<file path="config.mk">
export PLATFORM = sky130hd
export DESIGN_NAME = if_fetch
export DESIGN_NICKNAME = d
export VERILOG_FILES = /design/src/rtl/if_fetch_pkg.sv /design/src/rtl/if_fetch_asm.sv /design/src/rtl/if_fetch.sv
export SDC_FILE = /design/constraint.sdc
export NUM_CORES = 1
export LEC_CHECK = 0
export ABC_AREA = 1
export CAP_MARGIN = 20
export CELL_PAD_IN_SITES_DETAIL_PLACEMENT = 1
export CELL_PAD_IN_SITES_GLOBAL_PLACEMENT = 1
export CORE_MARGIN = 5
export CORE_UTILIZATION = 29
export DETAILED_ROUTE_END_ITERATION = 7
export PLACE_DENSITY_LB_ADDON = 0.1
export SKIP_CTS_REPAIR_TIMING = 1
export SLEW_MARGIN = 20
export SYNTH_ARGS = -nofsm -noshare
export SYNTH_HDL_FRONTEND = slang
export SYNTH_SLANG_ARGS = --single-unit
</file>
<file path="constraint.sdc">
create_clock -name clk -period 4.3 [get_ports clk]
set_input_delay 0.86 -clock clk [delete_from_list [all_inputs] [get_ports clk]]
set_output_delay 0.86 -clock clk [all_outputs]
set_load 0.02 [all_outputs]
</file>
<file path="src/rtl/if_fetch_pkg.sv">
// Shared definitions for the instruction-fetch controller and its byte assembler.
package if_fetch_pkg;

   localparam int InstAddrBus = 32;
   localparam int NUM_LANES   = 4;

   typedef enum logic [1:0] {
      STATE_IDLE = 2'd0,
      STATE_FILL = 2'd1,
      STATE_RESP = 2'd2
   } state_e;

endpackage

</file>
<file path="src/rtl/if_fetch_asm.sv">
// Little-endian 4-byte word assembler used during an icache refill.
// word_nxt_o already includes the byte being stored this cycle, so the
// controller can register the complete word on the same edge as the last byte.
module if_fetch_asm
   import if_fetch_pkg::*;
(
   input  logic        clk,
   input  logic        rst,
   input  logic        clear_i,
   input  logic        store_i,
   input  logic [7:0]  byte_i,
   output logic        done_o,
   output logic        last_o,
   output logic [31:0] word_nxt_o
);

   logic [NUM_LANES-1:0][7:0] lanes_q, lanes_d;
   logic [1:0]                rcv_cnt_q;
   logic                      done_q;

   // Merge the incoming byte into its lane
   always_comb begin
      lanes_d = lanes_q;
      if (store_i) lanes_d[rcv_cnt_q] = byte_i;
   end

   assign word_nxt_o = lanes_d;
   assign last_o     = store_i & (rcv_cnt_q == 2'd3);
   assign done_o     = done_q;

   // Lane storage and receive counter; clear wins over store
   always_ff @(posedge clk or posedge rst) begin
      if (rst) begin
         lanes_q   <= '0;
         rcv_cnt_q <= 2'd0;
         done_q    <= 1'b0;
      end else if (clear_i) begin
         lanes_q   <= '0;
         rcv_cnt_q <= 2'd0;
         done_q    <= 1'b0;
      end else if (store_i) begin
         lanes_q   <= lanes_d;
         rcv_cnt_q <= rcv_cnt_q + 2'd1;
         if (rcv_cnt_q == 2'd3) done_q <= 1'b1;
      end
   end

endmodule

</file>
<file path="src/rtl/if_fetch.sv">
// Instruction-fetch controller: probes the icache, and on a miss refills the
// line byte-by-byte over the shared 8-bit memory port before responding.
module if_fetch
   import if_fetch_pkg::*;
#(
   parameter int ADDR_W = InstAddrBus
) (
   input  logic              clk,
   input  logic              rst,
   input  logic              rdy,
   input  logic              if_req_i,
   input  logic [ADDR_W-1:0] if_pc_i,
   input  logic              flush_i,
   output logic              if_valid_o,
   output logic [31:0]       if_inst_o,
   output logic [ADDR_W-1:0] if_pc_o,
   output logic [ADDR_W-1:0] ic_raddr_o,
   input  logic              ic_hit_i,
   input  logic [31:0]       ic_inst_i,
   output logic              ic_we_o,
   output logic [ADDR_W-1:0] ic_waddr_o,
   output logic [31:0]       ic_winst_o,
   output logic              mem_req_o,
   output logic [ADDR_W-1:0] mem_addr_o,
   input  logic              mem_gnt_i,
   input  logic [7:0]        mem_data_i
);

   state_e            state_q;
   logic [ADDR_W-1:0] fill_pc_q;
   logic [ADDR_W-1:0] pc_q;
   logic [31:0]       inst_q;
   logic [2:0]        iss_cnt_q;   // bit 2 = all four bytes issued
   logic              gnt_q;
   logic              valid_q;
   logic              we_q;

   logic              grant;
   logic              miss_start;
   logic              asm_clear, asm_store, asm_done, asm_last;
   logic [31:0]       asm_word;

   assign ic_raddr_o = if_pc_i;

   // Byte requests decoded straight from registered state
   assign mem_req_o  = rdy & (state_q == STATE_FILL) & ~iss_cnt_q[2];
   assign mem_addr_o = fill_pc_q + ADDR_W'(iss_cnt_q[1:0]);
   assign grant      = mem_req_o & mem_gnt_i;

   assign miss_start = (state_q == STATE_IDLE) & if_req_i & ~ic_hit_i;
   assign asm_clear  = rdy & (flush_i | miss_start);
   assign asm_store  = rdy & ~flush_i & (state_q == STATE_FILL) & gnt_q & ~asm_done;

   if_fetch_asm u_asm (
      .clk        (clk),
      .rst        (rst),
      .clear_i    (asm_clear),
      .store_i    (asm_store),
      .byte_i     (mem_data_i),
      .done_o     (asm_done),
      .last_o     (asm_last),
      .word_nxt_o (asm_word)
   );

   // Strobes are held low while frozen so a stalled pipeline never sees a repeat
   assign if_valid_o = valid_q & rdy;
   assign ic_we_o    = we_q & rdy;
   assign if_inst_o  = inst_q;
   assign if_pc_o    = pc_q;
   assign ic_waddr_o = pc_q;
   assign ic_winst_o = inst_q;

   // Fetch FSM: hit response, refill issue/receive, single-cycle write+respond
   always_ff @(posedge clk or posedge rst) begin
      if (rst) begin
         state_q   <= STATE_IDLE;
         fill_pc_q <= '0;
         pc_q      <= '0;
         inst_q    <= '0;
         iss_cnt_q <= 3'd0;
         gnt_q     <= 1'b0;
         valid_q   <= 1'b0;
         we_q      <= 1'b0;
      end else if (rdy) begin
         valid_q <= 1'b0;
         we_q    <= 1'b0;
         if (flush_i) begin
            state_q   <= STATE_IDLE;
            iss_cnt_q <= 3'd0;
            gnt_q     <= 1'b0;
         end else begin
            case (state_q)
               STATE_IDLE: begin
                  if (if_req_i) begin
                     if (ic_hit_i) begin
                        valid_q <= 1'b1;
                        inst_q  <= ic_inst_i;
                        pc_q    <= if_pc_i;
                     end else begin
                        fill_pc_q <= if_pc_i;
                        iss_cnt_q <= 3'd0;
                        gnt_q     <= 1'b0;
                        state_q   <= STATE_FILL;
                     end
                  end
               end
               STATE_FILL: begin
                  gnt_q <= grant;
                  if (grant) iss_cnt_q <= iss_cnt_q + 3'd1;
                  if (asm_last) begin
                     state_q <= STATE_RESP;
                     valid_q <= 1'b1;
                     we_q    <= 1'b1;
                     inst_q  <= asm_word;
                     pc_q    <= fill_pc_q;
                  end
               end
               STATE_RESP: state_q <= STATE_IDLE;
               default:    state_q <= STATE_IDLE;
            endcase
         end
      end
   end

endmodule

</file>
# Yosys cells after proc, flatten, opt, wreduce, memory -nomap -nowiden
# Cells that the tools add are included.
dict set report classes {
  n_eq_ne 9
  n_mux 40
  addsub 3
  n_bitwise 18
  reduce_logical 12
  order_cmp 2
}
# op n
set op_table {}
lappend op_table {{2-to-1 mux 32 bit} 9}
lappend op_table {{case mux 32 bit (2 select lines)} 2}
lappend op_table {{adder 32 x 2 -> 32 bit} 1}
lappend op_table {{bitwise mux 32 bit} 1}
lappend op_table {{demux 8 bit (select 2 bit)} 1}
lappend op_table {{bitwise AND 1 bit} 13}
lappend op_table {{2-to-1 mux 1 bit} 12}
lappend op_table {{2-to-1 mux 2 bit} 6}
lappend op_table {{2-to-1 mux 3 bit} 4}
lappend op_table {{!= test 3 bit (second input constant)} 4}
lappend op_table {{AND reduction 5 bit} 2}
lappend op_table {{2-to-1 mux 8 bit} 1}
lappend op_table {{AND reduction 4 bit} 2}
lappend op_table {{!= test 2 bit (second input constant)} 3}
lappend op_table {{case mux 3 bit (2 select lines)} 1}
lappend op_table {{AND reduction 6 bit} 1}
lappend op_table {{nonzero test 2 bit} 3}
lappend op_table {{NOT 1 bit} 4}
lappend op_table {{case mux 1 bit (2 select lines)} 2}
lappend op_table {{case mux 2 bit (2 select lines)} 1}
lappend op_table {{adder 3 x 1 -> 3 bit (second input constant)} 1}
lappend op_table {{< comparator 2 x 3 -> 1 bit (second input constant)} 1}
lappend op_table {{nonzero test 3 bit} 1}
lappend op_table {{adder 2 x 1 -> 2 bit (second input constant)} 1}
lappend op_table {{7 further kinds} 7}
dict set report word_totals {
  regBits 139
  out_inout_bits 195
  input_bits 79
  wordCells 98
}

# Depth between registers and ports, before layout
# Gate-level depths: netlist of the first run.
dict set report logic_depth {
  depth_word 9
  depth_mapped 10
  depth_no_buf 9
}

# Cells and area by module
# From an unflattened synthesis of the first run, not the netlist that was laid out.
dict set report unflattened {
  hier_cells 1226
  area_unflattened_um2 8370.5
}
# module seq_area_each_um2 area_each_um2 n_inst cells_per_inst
set modules_own_cells {}
lappend modules_own_cells {if_fetch 2602.5 6497.5 1 955}
lappend modules_own_cells {if_fetch_asm 875.8 1873.0 1 271}

# Worst setup path after synthesis of the first run
# No wires, ideal clock.
dict set report synth_timing {
  path_type {reg-to-output}
  startpoint {register iss_cnt_q[0]}
  endpoint {output mem_addr_o[16]}
  n_path_buf 0
  path_stages_with_launch 8
  required_ns 3.440
  arrival_time_ns 1.972
  path_slack_ns 1.468
  cell_sequence {dfrtp_1 -> ha_1 -> inv_1 -> fa_1 -> nor3_2 -> nand2_1 -> nor2_1 -> xor2_1}
}
dict set report synth_via {
  elab_chain_len 1
}
# item line
set synth_lines {}
lappend synth_lines {{from (decl)} if_fetch.sv:33} ;# logic [2:0] iss_cnt_q;
lappend synth_lines {{from (signal assigned)} if_fetch.sv:109} ;# if (grant) iss_cnt_q <= iss_cnt_q + 3'd1;
lappend synth_lines {{adder 32 x 2 -> 32 bit} if_fetch.sv:47} ;# assign mem_addr_o = fill_pc_q + ADDR_W'(iss_cnt_q[1:0]);
lappend synth_lines {{to (decl)} if_fetch.sv:24} ;# output logic [ADDR_W-1:0] mem_addr_o,
# Every way passes these cells.

# Worst setup path in the final report of the first run
# Ends and elaborated chain as after synthesis.

==> results.toml, run 1 <==
[outcome]
status = "finished, final reports clean"

[global_routing]
grt_pass1_wl_um = 43400
grt_max_degree = 67
grt_pass1_vias = 7596
use_met1 = 0.229
grtUsageMet2 = 0.295
gr-usage-met3 = 0.0465
grtUsageTotal = 0.176
antenna_found_initial = 0
top_usage_layer = "met2"
overflow = 0

[logic_synthesis]
yosysWarnings = 0
synth.mux.area_fraction = 0
synth.top_cells.by_area = "dfrtp_1 (44%), nand2_1 (18%), buf_4 (9.4%)"
synthDistinctLibCells = 25
synth_cells = 1091
synth_xor_area_frac = 0.0188
synthSimpleGateAreaFrac = 0.308
synth_top_area_frac = 0.438
synth_nets = 1178
yosys.area.top_type = "dfrtp_1"
ys_seq_area_frac = 0.438
synth-compound-area-share = 0.0695
synth-seq-cells = 139
synth-adder-area-share = 0.0136
synth_area_mm2 = 0.00794
synth_top_family_by_area = "simple AND/OR/NAND/NOR gates"
syn_avg_cell_area_um2 = 7.27

[timing]
slew-limit-headroom = 0.287
tns_ns = 0
post-route-min-period_ns = 4.04
rsz0062_at_grt = "no"
worst_pin_slew_ns = 1.07
slew_violations = 0
hold_viol_final = 0
post-route-period-util = 0.939
setup_viol = 0
finClkSkew_ns = 0.0137
fmax_ghz = 0.248

[detailed_routing]
avgRoutedWirePerCell_um = 16.9
routed_wl_um = 27200
drc = 0
drt-vias-per-instance = 4.60
drt_iter0_markers = 373
antenna_left = 0
route.vias.total = 7385
firstDrtPassIters = 4

[place]
io_buffers = 273
hpwl_um = 20000
gp_congestion = 0.850

[cells_and_area]
mostFrequentLayoutCell = "nand2_1"
fin_nets = 1340
fillCellCount = 3271
drive_gt1_frac = 0.0434
register_area_mm2 = 0.00348
antenna_cells = 0
multiInputGateArea_mm2 = 0.00326
final_util = 0.404
area_growth_pct = 37.3
mostFrequentLayoutCells = "nand2_1 (370), clkdlybuf4s50_1 (273), dfrtp_1 (139)"

[critical_path]
cp_top_family = "simple AND/OR/NAND/NOR gates"
r2r_cells = 8
path_buf_inv = 2
critical_path.max_fanout = 5
max_stage_delay_ns = 0.65
path_class = "register to output pin"
r2r-end = "ic_winst_o[22]"
startpoint_type = "register"
worst_setup_path_end_kind = "output pin"
cp_cell_sequence = "ha_1, inv_1, fa_1, nor3_2, nand2_1, nor2_1, xor2_1, clkdlybuf4s50_1"
critPathArrivalTime_ns = 3.18
r2r_slack_ns = 2.05
critPathSlowestCell = "clkdlybuf4s50_1"
worstPathRequired_ns = 3.44
regToRegStartpoint = "u_asm.rcv_cnt_q[0]"

[floorplan]
die_h_um = 175
core-area_mm2 = 0.0270
start_util = 0.294
die_area_mm2 = 0.0308
core.rowCount = 60
boundaryPins = 274
die_w_um = 175

[clocking]
insertion_delay_ns = 0.43
clk_pin_slew_worst_paths_ns = 0.06
clock-root-buffer = "clkbuf_16"
clockBufferDepth = 2
h-tree-depth = 4
cts_tree = "built"
cts_buffers = 17
cts_num_sinks = 139

[min_path]
hold_depth = 2
holdPathEnd = "valid_q"
min-delay-start = "valid_q"
hold_class = "register to register"

[power]
vdd_drop_max_uv = 200
leakage_uw = 0.00513
power_density_mw_per_mm2 = 498

[job]
maxCapViolations = 0
## per-layer routing
layer,vias to the layer above,wire length (um),part of all wire
met5,-,0,0
met1,3518,12300,0.45
met2,194,12900,0.48
met4,0,362,0.013
met3,21,1600,0.059
li1,3652,-,-
## cell families after synthesis
group | Yosys count
and+or+nand+nor | 612
AOI/OAI and AO/OA | 109
adders and majority gates | 8
xor gates and xnor gates | 17
DFF | 139
buffers and inverters | 206
## through the flow
stage	hold slack (ns)	cell area, um2	setup WS [ns]	std cells	total power [uW]
finish	0.497	10900	0.264	1607	5430
global route	0.526	10900	0.0141	1607	5730
CTS	0.506	10900	0.189	1607	5530
detailed placement	0.488	10300	0.654	1575	3910
global placement	0.486	10300	0.755	1575	3890
floorplan	0.449	7940	1.47	1091	2990
## synthesized netlist by cell type, drive strengths merged
library cell,count
nor2,137
o21ai,45
nor3,14
fa,1
o211ai,1
nand2,373
xnor2,1
xor2,16
buf,129
clkbuf,14
nand3,85
nand4,2
ha,7
inv,62
clkinv,1
dfrtp,139
nor3b,1
a21oi,63
## how the worst max path moves through the flow
stage,from,to,cells past startpoint
2_1_floorplan,iss_cnt_q[0],mem_addr_o[16],7
3_3_place_gp,iss_cnt_q[0],mem_addr_o[16],8
3_5_place_dp,iss_cnt_q[0],mem_addr_o[16],8
4_1_cts,iss_cnt_q[0],mem_addr_o[16],8
5_1_grt,iss_cnt_q[0],mem_addr_o[16],8
6_report,iss_cnt_q[0],mem_addr_o[16],8
## final cells by class
type / count / share of cell area
clock buffer: 22 / 0.0444
inverter: 63 / 0.0220
sequential: 139 / 0.319
clock inverter: 10 / 0.0126
timing repair buffer: 286 / 0.263
multi-input combinational: 746 / 0.299
tap: 341 / 0.0392
## worst min-delay path, stage by stage, from the launching register on
cell	delay, ns
dfrtp_1	0.35
nand2_1	0.06
nand2_1	0.06
## state kept, by name (all words and copies together) (netlist names)
name	cells
fill_pc_q	32
gnt_q	1
ic_waddr_o	32
ic_winst_o	32
iss_cnt_q	3
state_q	2
u_asm.done_o	1
u_asm.lanes_q	32
u_asm.rcv_cnt_q	2
valid_q	1
we_q	1
## power by group
group	switching [uW]	internal (uW)	leakage, uW
clock network	602	975	0.000303
logic	1150	938	0.00307
registers	230	1540	0.00176
(Power assumes the default switching activity.)
==> run 2: changes to the inputs <==
- PLACE_DENSITY: default -> 0.88
- PLACE_DENSITY_LB_ADDON: 0.1 -> default
==> results.toml, run 2 (synthesis gave the netlist of run 1 again) <==
[timing]
finClkSkew_ns = 0.0128
tns_ns = 0
slew_violations = 0
post-route-period-util = 0.953
post-route-min-period_ns = 4.10
slew-limit-headroom = 0.296
worst_pin_slew_ns = 1.06
fmax_ghz = 0.244
hold_viol_final = 0
setup_viol = 0
rsz0062_at_grt = "no"
fin_hold_ws_ns = 0.491

[power]
leakage_uw = 0.00508
vdd_drop_max_uv = 210
power_uw = 5380
power_density_mw_per_mm2 = 498

[place]
gp_congestion = 0.871
io_buffers = 273
dpl_cell_area_mm2 = 0.0102
hpwl_um = 20100
placed_cells = 1571

[cells_and_area]
drive_gt1_frac = 0.0404
fin_nets = 1336
stdcell_area_mm2 = 0.0108
area_growth_pct = 36.2
mostFrequentLayoutCells = "nand2_1 (370), clkdlybuf4s50_1 (273), dfrtp_1 (139)"
mostFrequentLayoutCell = "nand2_1"
fillCellCount = 3269
antenna_cells = 0
stdcell_count = 1603

[critical_path]
critical_path.max_fanout = 5
r2r_cells = 8
worstPathRequired_ns = 3.44
r2r-end = "ic_winst_o[3]"
critPathArrivalTime_ns = 3.24
regToRegStartpoint = "state_q[1]"
worst_setup_path_end_kind = "output pin"
r2r_slack_ns = 1.83
path_class = "register to output pin"
startpoint_type = "register"

[min_path]
hold_class = "register to register"
holdPathEnd = "valid_q"
hold_depth = 2
min-delay-start = "valid_q"

[clocking]
clockBufferDepth = 2
h-tree-depth = 4
clock-root-buffer = "clkbuf_16"
cts_buffers = 17
cts_tree = "built"
clk_pin_slew_worst_paths_ns = 0.07
cts_num_sinks = 139
insertion_delay_ns = 0.42

[global_routing]
grt_max_degree = 140
grt_pass1_vias = 8086
overflow = 0
antenna_found_initial = 0
grt_pass1_wl_um = 43400
grtUsageTotal = 0.174

[detailed_routing]
drt-vias-per-instance = 4.77
routed_wl_um = 27100
drt_iter0_markers = 358
firstDrtPassIters = 5
drc = 0
route.vias.total = 7648
antenna_left = 0
avgRoutedWirePerCell_um = 16.9

[floorplan]
die_h_um = 175
start_util = 0.294
core.rowCount = 60
boundaryPins = 274
core-area_mm2 = 0.0270
die_area_mm2 = 0.0308
die_w_um = 175

[outcome]
status = "finished, final reports clean"

[job]
maxCapViolations = 0
run 2: cell types whose count changed in the layout (fill, tap and decap cells not counted), sizes merged:
cell / change
clkinv: +1
bufinv: -1
inv: +4
buf: -4
clkbuf: -4
run 2: power by group:
part,switching [uW],internal [uW]
sequential,233,1540
clock,642,869
combinational,1170,933
run 2: final cells by class:
class,count,area [um2],area share
inverters,63,240,0.0222
well taps,341,427,0.0395
repair buffers,282,2810,0.260
multi-input cells,746,3260,0.302
flip-flops and latches,139,3480,0.322
clock buffers,18,429,0.0397
clock inverters,14,161,0.0149
run 2: metal layers:
layer,wire length (um),track usage,vias up
met2,13300,0.301,245
met4,655,0.0530,0
met1,11300,0.213,3720
li1,-,-,3644
met3,1830,0.0467,39
met5,0,0,-
run 2: critical path, cell delays in order, from the launching register on:
cell             delay [ns]
dfrtp_1                0.41
ha_1                   0.20
inv_1                  0.06
fa_1                   0.47
nor3_2                 0.47
nand2_1                0.19
nor2_1                 0.22
xor2_1                 0.16
clkdlybuf4s50_1        0.64
run 2: worst max path at each step:
| stage | slack [ns] | from | endpoint |
|---|---|---|---|
| final | 0.20 | iss_cnt_q[0] | mem_addr_o[16] |
| after CTS | 0.15 | iss_cnt_q[0] | mem_addr_o[16] |
| after detailed placement | 0.61 | iss_cnt_q[0] | mem_addr_o[16] |
| after floorplan | 1.47 | iss_cnt_q[0] | mem_addr_o[16] |
| after global placement | 0.69 | iss_cnt_q[0] | mem_addr_o[16] |
| after global routing | 0.06 | iss_cnt_q[0] | mem_addr_o[16] |
run 2: metrics by stage:
stage          utilization  worst slack [ns]
6_report             0.401             0.203
2_1_floorplan            -              1.47
4_1_cts              0.401             0.150
3_3_place_gp         0.379             0.687
3_5_place_dp         0.379             0.611
5_1_grt              0.401            0.0648
